`src/rtl/alu_ctrl_mc_pkg.sv`:
```
`default_nettype none
// ============================================================================
// Module      : alu_ctrl_mc_pkg
// Description : Shared definitions for the ALU control block: ALU operation
//               codes, the sequencing FSM state encoding, and a small
//               helper used to size the busy counter.
// Revision    : 1.0 - initial release
// ============================================================================
package alu_ctrl_mc_pkg;

    // ALU operation codes (4 bits; the top zero-extends to CTRL_W).
    localparam logic [3:0] c_alu_add  = 4'b0000;
    localparam logic [3:0] c_alu_sub  = 4'b0001;
    localparam logic [3:0] c_alu_and  = 4'b0010;
    localparam logic [3:0] c_alu_or   = 4'b0011;
    localparam logic [3:0] c_alu_xor  = 4'b0100;
    localparam logic [3:0] c_alu_slt  = 4'b0101;
    localparam logic [3:0] c_alu_sltu = 4'b0110;
    localparam logic [3:0] c_alu_sll  = 4'b0111;
    localparam logic [3:0] c_alu_srl  = 4'b1000;
    localparam logic [3:0] c_alu_sra  = 4'b1001;
    localparam logic [3:0] c_alu_mdu  = 4'b1010;

    // Sequencing FSM state encoding.
    typedef enum logic [1:0] {
        ST_IDLE = 2'd0,
        ST_MUL  = 2'd1,
        ST_DIV  = 2'd2,
        ST_DONE = 2'd3
    } state_t;

    // Larger of two cycle counts; sizes the shared busy counter.
    function automatic int unsigned max_u(input int unsigned a, input int unsigned b);
        return (a > b) ? a : b;
    endfunction

endpackage : alu_ctrl_mc_pkg
`default_nettype wire

```
`src/rtl/alu_op_decode.sv`:
```
`default_nettype none
// ============================================================================
// Module      : alu_op_decode
// Description : Purely combinational ALU operation decoder. Maps the main
//               decoder class (aluOp), funct3 and funct7 bits to a 4-bit ALU
//               operation code, and flags M-extension (multiply/divide)
//               instructions.
// Ports       : i_alu_op [1:0] main decoder class
//               i_f3     [2:0] funct3
//               i_op           opcode bit 5 (1 = R-type)
//               i_f7_5         funct7 bit 5
//               i_f7_0         funct7 bit 0 (M-extension marker)
//               o_code   [3:0] ALU operation code
//               o_m_op         instruction is a multiply/divide/remainder
// Config      : ALU_CTRL_MEXT_EN - when defined, o_m_op is decoded from
//               funct7 bit 0; otherwise o_m_op is 0 and i_f7_0 is ignored.
// Revision    : 1.0 - initial release
// ============================================================================
module alu_op_decode
    import alu_ctrl_mc_pkg::*;
(
    input  logic [1:0] i_alu_op,
    input  logic [2:0] i_f3,
    input  logic       i_op,
    input  logic       i_f7_5,
    input  logic       i_f7_0,
    output logic [3:0] o_code,
    output logic       o_m_op
);

    always_comb begin
        o_code = c_alu_add;
        case (i_alu_op)
            2'b00: o_code = c_alu_add;   // loads / stores: address add
            2'b01: o_code = c_alu_sub;   // branches: compare by subtract
            2'b11: o_code = c_alu_add;
            2'b10: begin
                case (i_f3)
                    // SUB only for R-type with funct7[5]; ADDI never subtracts.
                    3'b000: o_code = (i_op && i_f7_5) ? c_alu_sub : c_alu_add;
                    3'b001: o_code = c_alu_sll;
                    3'b010: o_code = c_alu_slt;
                    3'b011: o_code = c_alu_sltu;
                    3'b100: o_code = c_alu_xor;
                    // funct7[5] selects arithmetic shift for both SRA and SRAI.
                    3'b101: o_code = i_f7_5 ? c_alu_sra : c_alu_srl;
                    3'b110: o_code = c_alu_or;
                    3'b111: o_code = c_alu_and;
                    default: o_code = c_alu_add;
                endcase
            end
            default: o_code = c_alu_add;
        endcase
    end

`ifdef ALU_CTRL_MEXT_EN
    assign o_m_op = (i_alu_op == 2'b10) && i_op && i_f7_0;
`else
    // Without the M extension funct7[0] carries no meaning here.
    logic w_unused_f7_0;
    assign w_unused_f7_0 = i_f7_0;
    assign o_m_op        = 1'b0;
`endif

endmodule : alu_op_decode
`default_nettype wire

```
`src/rtl/alu_ctrl_mc.sv`:
```
`default_nettype none
// ============================================================================
// Module      : alu_ctrl_mc
// Description : Registered ALU control generator with multi-cycle sequencing
//               for multiply/divide operations. Single-cycle operations are
//               decoded and presented one cycle after acceptance. M-extension
//               operations launch the multiply/divide unit, hold stall for
//               MUL_CYC or DIV_CYC cycles, then present the MDU code for one
//               cycle.
// Parameters  : CTRL_W  - width of aluControl (>= 4)
//               MUL_CYC - busy cycles for multiply (>= 1)
//               DIV_CYC - busy cycles for divide/remainder (>= 1)
// Ports       : clk, reset (synchronous, active-low)
//               valid_i, flush_i        request qualifier / abort
//               op, f7_5, f7_0, f3, aluOp  instruction fields
//               aluControl, ctrl_valid  registered ALU code and its qualifier
//               stall                   multi-cycle operation in flight
//               mdu_start, mdu_op       MDU launch pulse and funct3
// Config      : ALU_CTRL_MEXT_EN - enables the multiply/divide path. When
//               undefined, f7_0 is ignored, the MUL/DIV/DONE states are
//               unreachable and stall/mdu_start/mdu_op stay 0.
// Revision    : 1.0 - initial release
// ============================================================================
module alu_ctrl_mc
    import alu_ctrl_mc_pkg::*;
#(
    parameter int unsigned CTRL_W  = 4,
    parameter int unsigned MUL_CYC = 4,
    parameter int unsigned DIV_CYC = 32
) (
    input  logic              clk,
    input  logic              reset,
    input  logic              valid_i,
    input  logic              flush_i,
    input  logic              op,
    input  logic              f7_5,
    input  logic              f7_0,
    input  logic [2:0]        f3,
    input  logic [1:0]        aluOp,
    output logic [CTRL_W-1:0] aluControl,
    output logic              ctrl_valid,
    output logic              stall,
    output logic              mdu_start,
    output logic [2:0]        mdu_op
);

    // Counter sized to hold the longest load value without wrapping.
    localparam int unsigned c_cnt_w = $clog2(max_u(MUL_CYC, DIV_CYC) + 1);

    // The load value is one less than the busy length: the cycle in which the
    // counter reads 0 is the last busy cycle, and DONE follows it.
    localparam logic [c_cnt_w-1:0] c_mul_load = c_cnt_w'(MUL_CYC - 1);
    localparam logic [c_cnt_w-1:0] c_div_load = c_cnt_w'(DIV_CYC - 1);
    localparam logic [c_cnt_w-1:0] c_cnt_one  = c_cnt_w'(1);

    // ------------------------------------------------------------------
    // Combinational decode
    // ------------------------------------------------------------------
    logic [3:0] w_code;
    logic       w_m_op;

    alu_op_decode u_decode (
        .i_alu_op (aluOp),
        .i_f3     (f3),
        .i_op     (op),
        .i_f7_5   (f7_5),
        .i_f7_0   (f7_0),
        .o_code   (w_code),
        .o_m_op   (w_m_op)
    );

    // ------------------------------------------------------------------
    // Sequencing FSM and output registers
    // ------------------------------------------------------------------
    state_t              r_state;
    logic [c_cnt_w-1:0]  r_count;
    logic [CTRL_W-1:0]   r_alu_control;
    logic                r_ctrl_valid;
    logic                r_stall;
    logic                r_mdu_start;
    logic [2:0]          r_mdu_op;

    always_ff @(posedge clk) begin
        if (!reset) begin
            r_state       <= ST_IDLE;
            r_count       <= '0;
            r_alu_control <= '0;
            r_ctrl_valid  <= 1'b0;
            r_stall       <= 1'b0;
            r_mdu_start   <= 1'b0;
            r_mdu_op      <= 3'b000;
        end else if (flush_i) begin
            // Abort takes priority over any request presented this cycle.
            // aluControl is left as-is; ctrl_valid=0 marks it stale.
            r_state      <= ST_IDLE;
            r_count      <= '0;
            r_ctrl_valid <= 1'b0;
            r_stall      <= 1'b0;
            r_mdu_start  <= 1'b0;
        end else begin
            case (r_state)
                ST_IDLE: begin
                    r_mdu_start <= 1'b0;
                    if (valid_i && w_m_op) begin
                        // Launch the MDU; funct3[2] separates div/rem from mul.
                        r_mdu_start  <= 1'b1;
                        r_mdu_op     <= f3;
                        r_stall      <= 1'b1;
                        r_ctrl_valid <= 1'b0;
                        if (f3[2]) begin
                            r_state <= ST_DIV;
                            r_count <= c_div_load;
                        end else begin
                            r_state <= ST_MUL;
                            r_count <= c_mul_load;
                        end
                    end else if (valid_i) begin
                        r_alu_control <= CTRL_W'(w_code);
                        r_ctrl_valid  <= 1'b1;
                    end else begin
                        r_ctrl_valid  <= 1'b0;
                    end
                end

                ST_MUL, ST_DIV: begin
                    // New requests are ignored while the MDU is busy.
                    r_mdu_start <= 1'b0;
                    if (r_count == '0) begin
                        r_state       <= ST_DONE;
                        r_alu_control <= CTRL_W'(c_alu_mdu);
                        r_ctrl_valid  <= 1'b1;
                        r_stall       <= 1'b0;
                    end else begin
                        r_count <= r_count - c_cnt_one;
                    end
                end

                ST_DONE: begin
                    // The MDU result code has been visible for one cycle.
                    r_state      <= ST_IDLE;
                    r_ctrl_valid <= 1'b0;
                    r_mdu_start  <= 1'b0;
                end

                default: begin
                    r_state      <= ST_IDLE;
                    r_count      <= '0;
                    r_ctrl_valid <= 1'b0;
                    r_stall      <= 1'b0;
                    r_mdu_start  <= 1'b0;
                end
            endcase
        end
    end

    assign aluControl = r_alu_control;
    assign ctrl_valid = r_ctrl_valid;
    assign stall      = r_stall;
    assign mdu_start  = r_mdu_start;
    assign mdu_op     = r_mdu_op;

endmodule : alu_ctrl_mc
`default_nettype wire

```
`config.mk`:
```
export PLATFORM = sky130hd
export DESIGN_NAME = alu_ctrl_mc
export DESIGN_NICKNAME = d
export VERILOG_FILES = /design/src/rtl/alu_ctrl_mc_pkg.sv /design/src/rtl/alu_op_decode.sv /design/src/rtl/alu_ctrl_mc.sv
export SDC_FILE = /design/constraint.sdc
export NUM_CORES = 1
export LEC_CHECK = 0
export ABC_AREA = 0
export CAP_MARGIN = 10
export CORE_UTILIZATION = 48
export DETAILED_ROUTE_END_ITERATION = 8
export PLACE_DENSITY = 0.76
export SLEW_MARGIN = 20
export SYNTH_ARGS = -nofsm -noshare
export SYNTH_HDL_FRONTEND = slang
export SYNTH_HIERARCHICAL = 1
export SYNTH_SLANG_ARGS = --single-unit
```
`constraint.sdc`:
```
create_clock -name clk -period 2.81 [get_ports clk]
set_clock_uncertainty 0.2 [all_clocks]
set_input_delay 0.7025 -clock clk [delete_from_list [all_inputs] [get_ports clk]]
set_output_delay 0.7025 -clock clk [all_outputs]
set_load 0.01 [all_outputs]
```
==> results.cfg <==
[status]
status = complete, no violations

[synth]
syn_area_um2 = 1061
synth-warning-count = 6
avgSynthCellArea_um2 = 8.769
ys_seq_area_frac = 0.3396
synth_cell_types = 38
syn-num-nets = 140
syn-instance-count = 121
synth_seq_cells = 18

[power]
power_switching_uw = 158.3
p_per_area_nw_per_um2 = 427.1
ir_drop_mv = 0.3262
p_comb_frac = 0.236
p_sw_frac = 0.2785
leakage_nw = 0.5460
seq_power_share = 0.478
p_clk_frac = 0.285
internal_power_uw = 410.3

[setup_path]
worst_setup_path_end_kind = flip-flop
worstSetupPathDepth = 4
cp_num_buf_inv = 1
cp.required_ns = 2.85
reg2reg_to = aluControl[1]$_SDFFE_PN0P_
worstSetupStartpointType = primary input
reg2reg_depth = 6
max_stage_delay_ns = 0.68
path_cells = clkdlybuf4s50_1 > nand2_1 > nor4_1 > a32o_1
worst-path-max-fanout = 11
reg2reg_slack_ns = 0.70
worst-endpoint-arrival_ns = 2.16
r2r_start = r_count[0]$_SDFFE_PP0P_
slowest_stage = clkdlybuf4s50_1
criticalPathCategory = primary input to flip-flop
cp_top_family = buffers and inverters

[detailed_routing]
drt-initial-drc-count = 16
wl_mm = 2.244
num_vias = 984
via_per_inst = 5.754
routedWlPerCell_um = 13.12
drc = 0
final_antenna_net_count = 0
firstDrtPassIters = 4

[die]
dieArea_um2 = 2402
coreArea_um2 = 2022
dieWidth_um = 49.02
die_h_um = 49.02
ioPinCount = 22
fp-row-count = 16
start_util = 0.5248

[timing]
hold_violations = 0
post-route-min-period_ns = 2.115
fmax_ghz = 0.4729
setup_tns_ns = 0
finalCritPeriodShare = 0.7526
rsz0062_at_grt = no
setup_viol = 0
maxSlewViolCount = 0
hold_slack_ns = 0.2871

[grt]
grt.total_usage = 0.2046
grt_start_max_net_pins = 14
antenna_found_initial = 0
grt_pass1_vias = 902
overflow = 0
grt_pass1_wl_mm = 3.891

[clock_network]
cts_htree_levels = 1
clkSinkCount = 18
cts_root_buf = clkbuf_4
cts_buffers = 3
clk_pin_slew_ns = 0.10
hold_buffers = 0
worstSkewPairLatency_ns = 0.30
cts.path.max_buffers = 2
ctsResizeCount = 0
cts_tree = done
cts_setup_buffers = 0

[finish]
nets = 164
final_cell_area_um2 = 1331
drive_above_1_share = 0.09028
area_delta_synth_final_pct = 25.47
mostFrequentLayoutCell = clkdlybuf4s50_1
final_cell_mix = 20 x clkdlybuf4s50_1, 18 x dfxtp_1, 12 x nand2_1
diodes = 0

[placed_design]
gp_congestion = 0.8413
placed_cell_area_um2 = 1295
dpl.hpwl_mm = 1.718
numPortBuffers = 20

[hold_path]
worstHoldPathCells = 2
holdCritPathClass = flip-flop to flip-flop
hp-start = aluControl[2]$_SDFFE_PN0P_
hold_end = aluControl[2]$_SDFFE_PN0P_

[run]
max_cap_violations = 0
state kept, by name, summed over array words and instances (netlist names):
signal / count
ctrl_valid: 1
r_state: 2
aluControl: 4
stall: 1
mdu_start: 1
r_count: 6
mdu_op: 3
Yosys cell counts (all sizes together):
master   count  share of area
dfxtp       18           0.34
nand2       12          0.042
inv          9          0.032
nor2b        9          0.053
mux2i        8          0.075
a21oi        7          0.033
ha           7          0.083
nor2         6          0.021
nor3         4          0.024
a211oi       3          0.021
nand4        3          0.018
nor3b        3          0.021
o21ai        3          0.018
o22ai        3          0.018
a32o         2          0.019
clkbuf       2         0.0071
nor4         2          0.012
o221a        2          0.021
o32ai        2          0.017
or4b         2          0.022
a221oi       1         0.0083
a2bb2oi      1         0.0083
a31oi        1         0.0059
and3         1         0.0059
and4b        1          0.011
and4bb       1          0.012
buf          1         0.0071
conb         1         0.0035
nand2b       1         0.0059
o21a         1         0.0071
o31ai        1         0.0071
or3          1         0.0059
xnor2        1         0.0083
xor2         1         0.0083
power by group through the flow:
stage	Clock, mW	Combinational (mW)	Sequential, mW
final	0.162	0.134	0.272
after global routing	0.175	0.148	0.273
after CTS	0.167	0.133	0.272
after detailed placement	0	0.132	0.278
after global placement	0	0.130	0.277
after floorplan	0	0.0829	0.279
through the flow:
step / std cells / total power [mW] / setup WS [ns] / util
after global routing: 171 / 0.5966 / 0.5800 / 0.6584
after detailed placement: 167 / 0.4101 / 0.4306 / 0.6405
after global placement: 167 / 0.4073 / 0.4634 / 0.6405
final: 171 / 0.5686 / 0.6953 / 0.6584
after floorplan: 121 / 0.3624 / 0.8878 / -
after CTS: 171 / 0.5725 / 0.6961 / 0.6584
logic make-up after synthesis:
| family | synth area share |
|---|---|
| DFF | 0.3396 |
| other | 0.003534 |
| AOI/OAI and AO/OA | 0.1828 |
| muxes | 0.07547 |
| xor gates and xnor gates | 0.01651 |
| adders and majority gates | 0.08254 |
| buffers and inverters | 0.04599 |
| and+or+nand+nor | 0.2535 |
metal layers:
metal  global-route usage  vias to the layer above  part of all wire
li1                     -                      488                 -
met1               0.2476                      473              0.47
met2               0.3657                       21              0.50
met3              0.03115                        2             0.028
met4              0.06863                        0            0.0089
met5                    0                        -                 0
cell type report:
type | count | area, µm²
Tap cell | 27 | 33.78
Multi-Input combinational cell | 91 | 651.9
Timing Repair Buffer | 22 | 215.2
Inverter | 9 | 33.78
Fill cell | 179 | 690.7
Sequential cell | 18 | 360.3
Clock buffer | 4 | 36.28
worst max path at each step:
stage | start | end | slack [ns]
2_1_floorplan | r_state[1]$_SDFFE_PP0P_ | r_count[5]$_SDFFE_PP0P_ | 0.89
3_3_place_gp | reset | r_count[4]$_SDFFE_PP0P_ | 0.46
3_5_place_dp | reset | r_count[4]$_SDFFE_PP0P_ | 0.43
4_1_cts | stall$_SDFFE_PP0P_ | stall | 0.70
5_1_grt | r_state[0]$_SDFFE_PP0P_ | r_count[5]$_SDFFE_PP0P_ | 0.58
6_report | reset | r_count[4]$_SDFFE_PP0P_ | 0.70
worst min-delay path, stage by stage, from the launching register on:
cell	delay [ns]
dfxtp_1	0.33
nand2_1	0.06
o22ai_1	0.06
No activity file was read; power rests on OpenSTA's default activity.
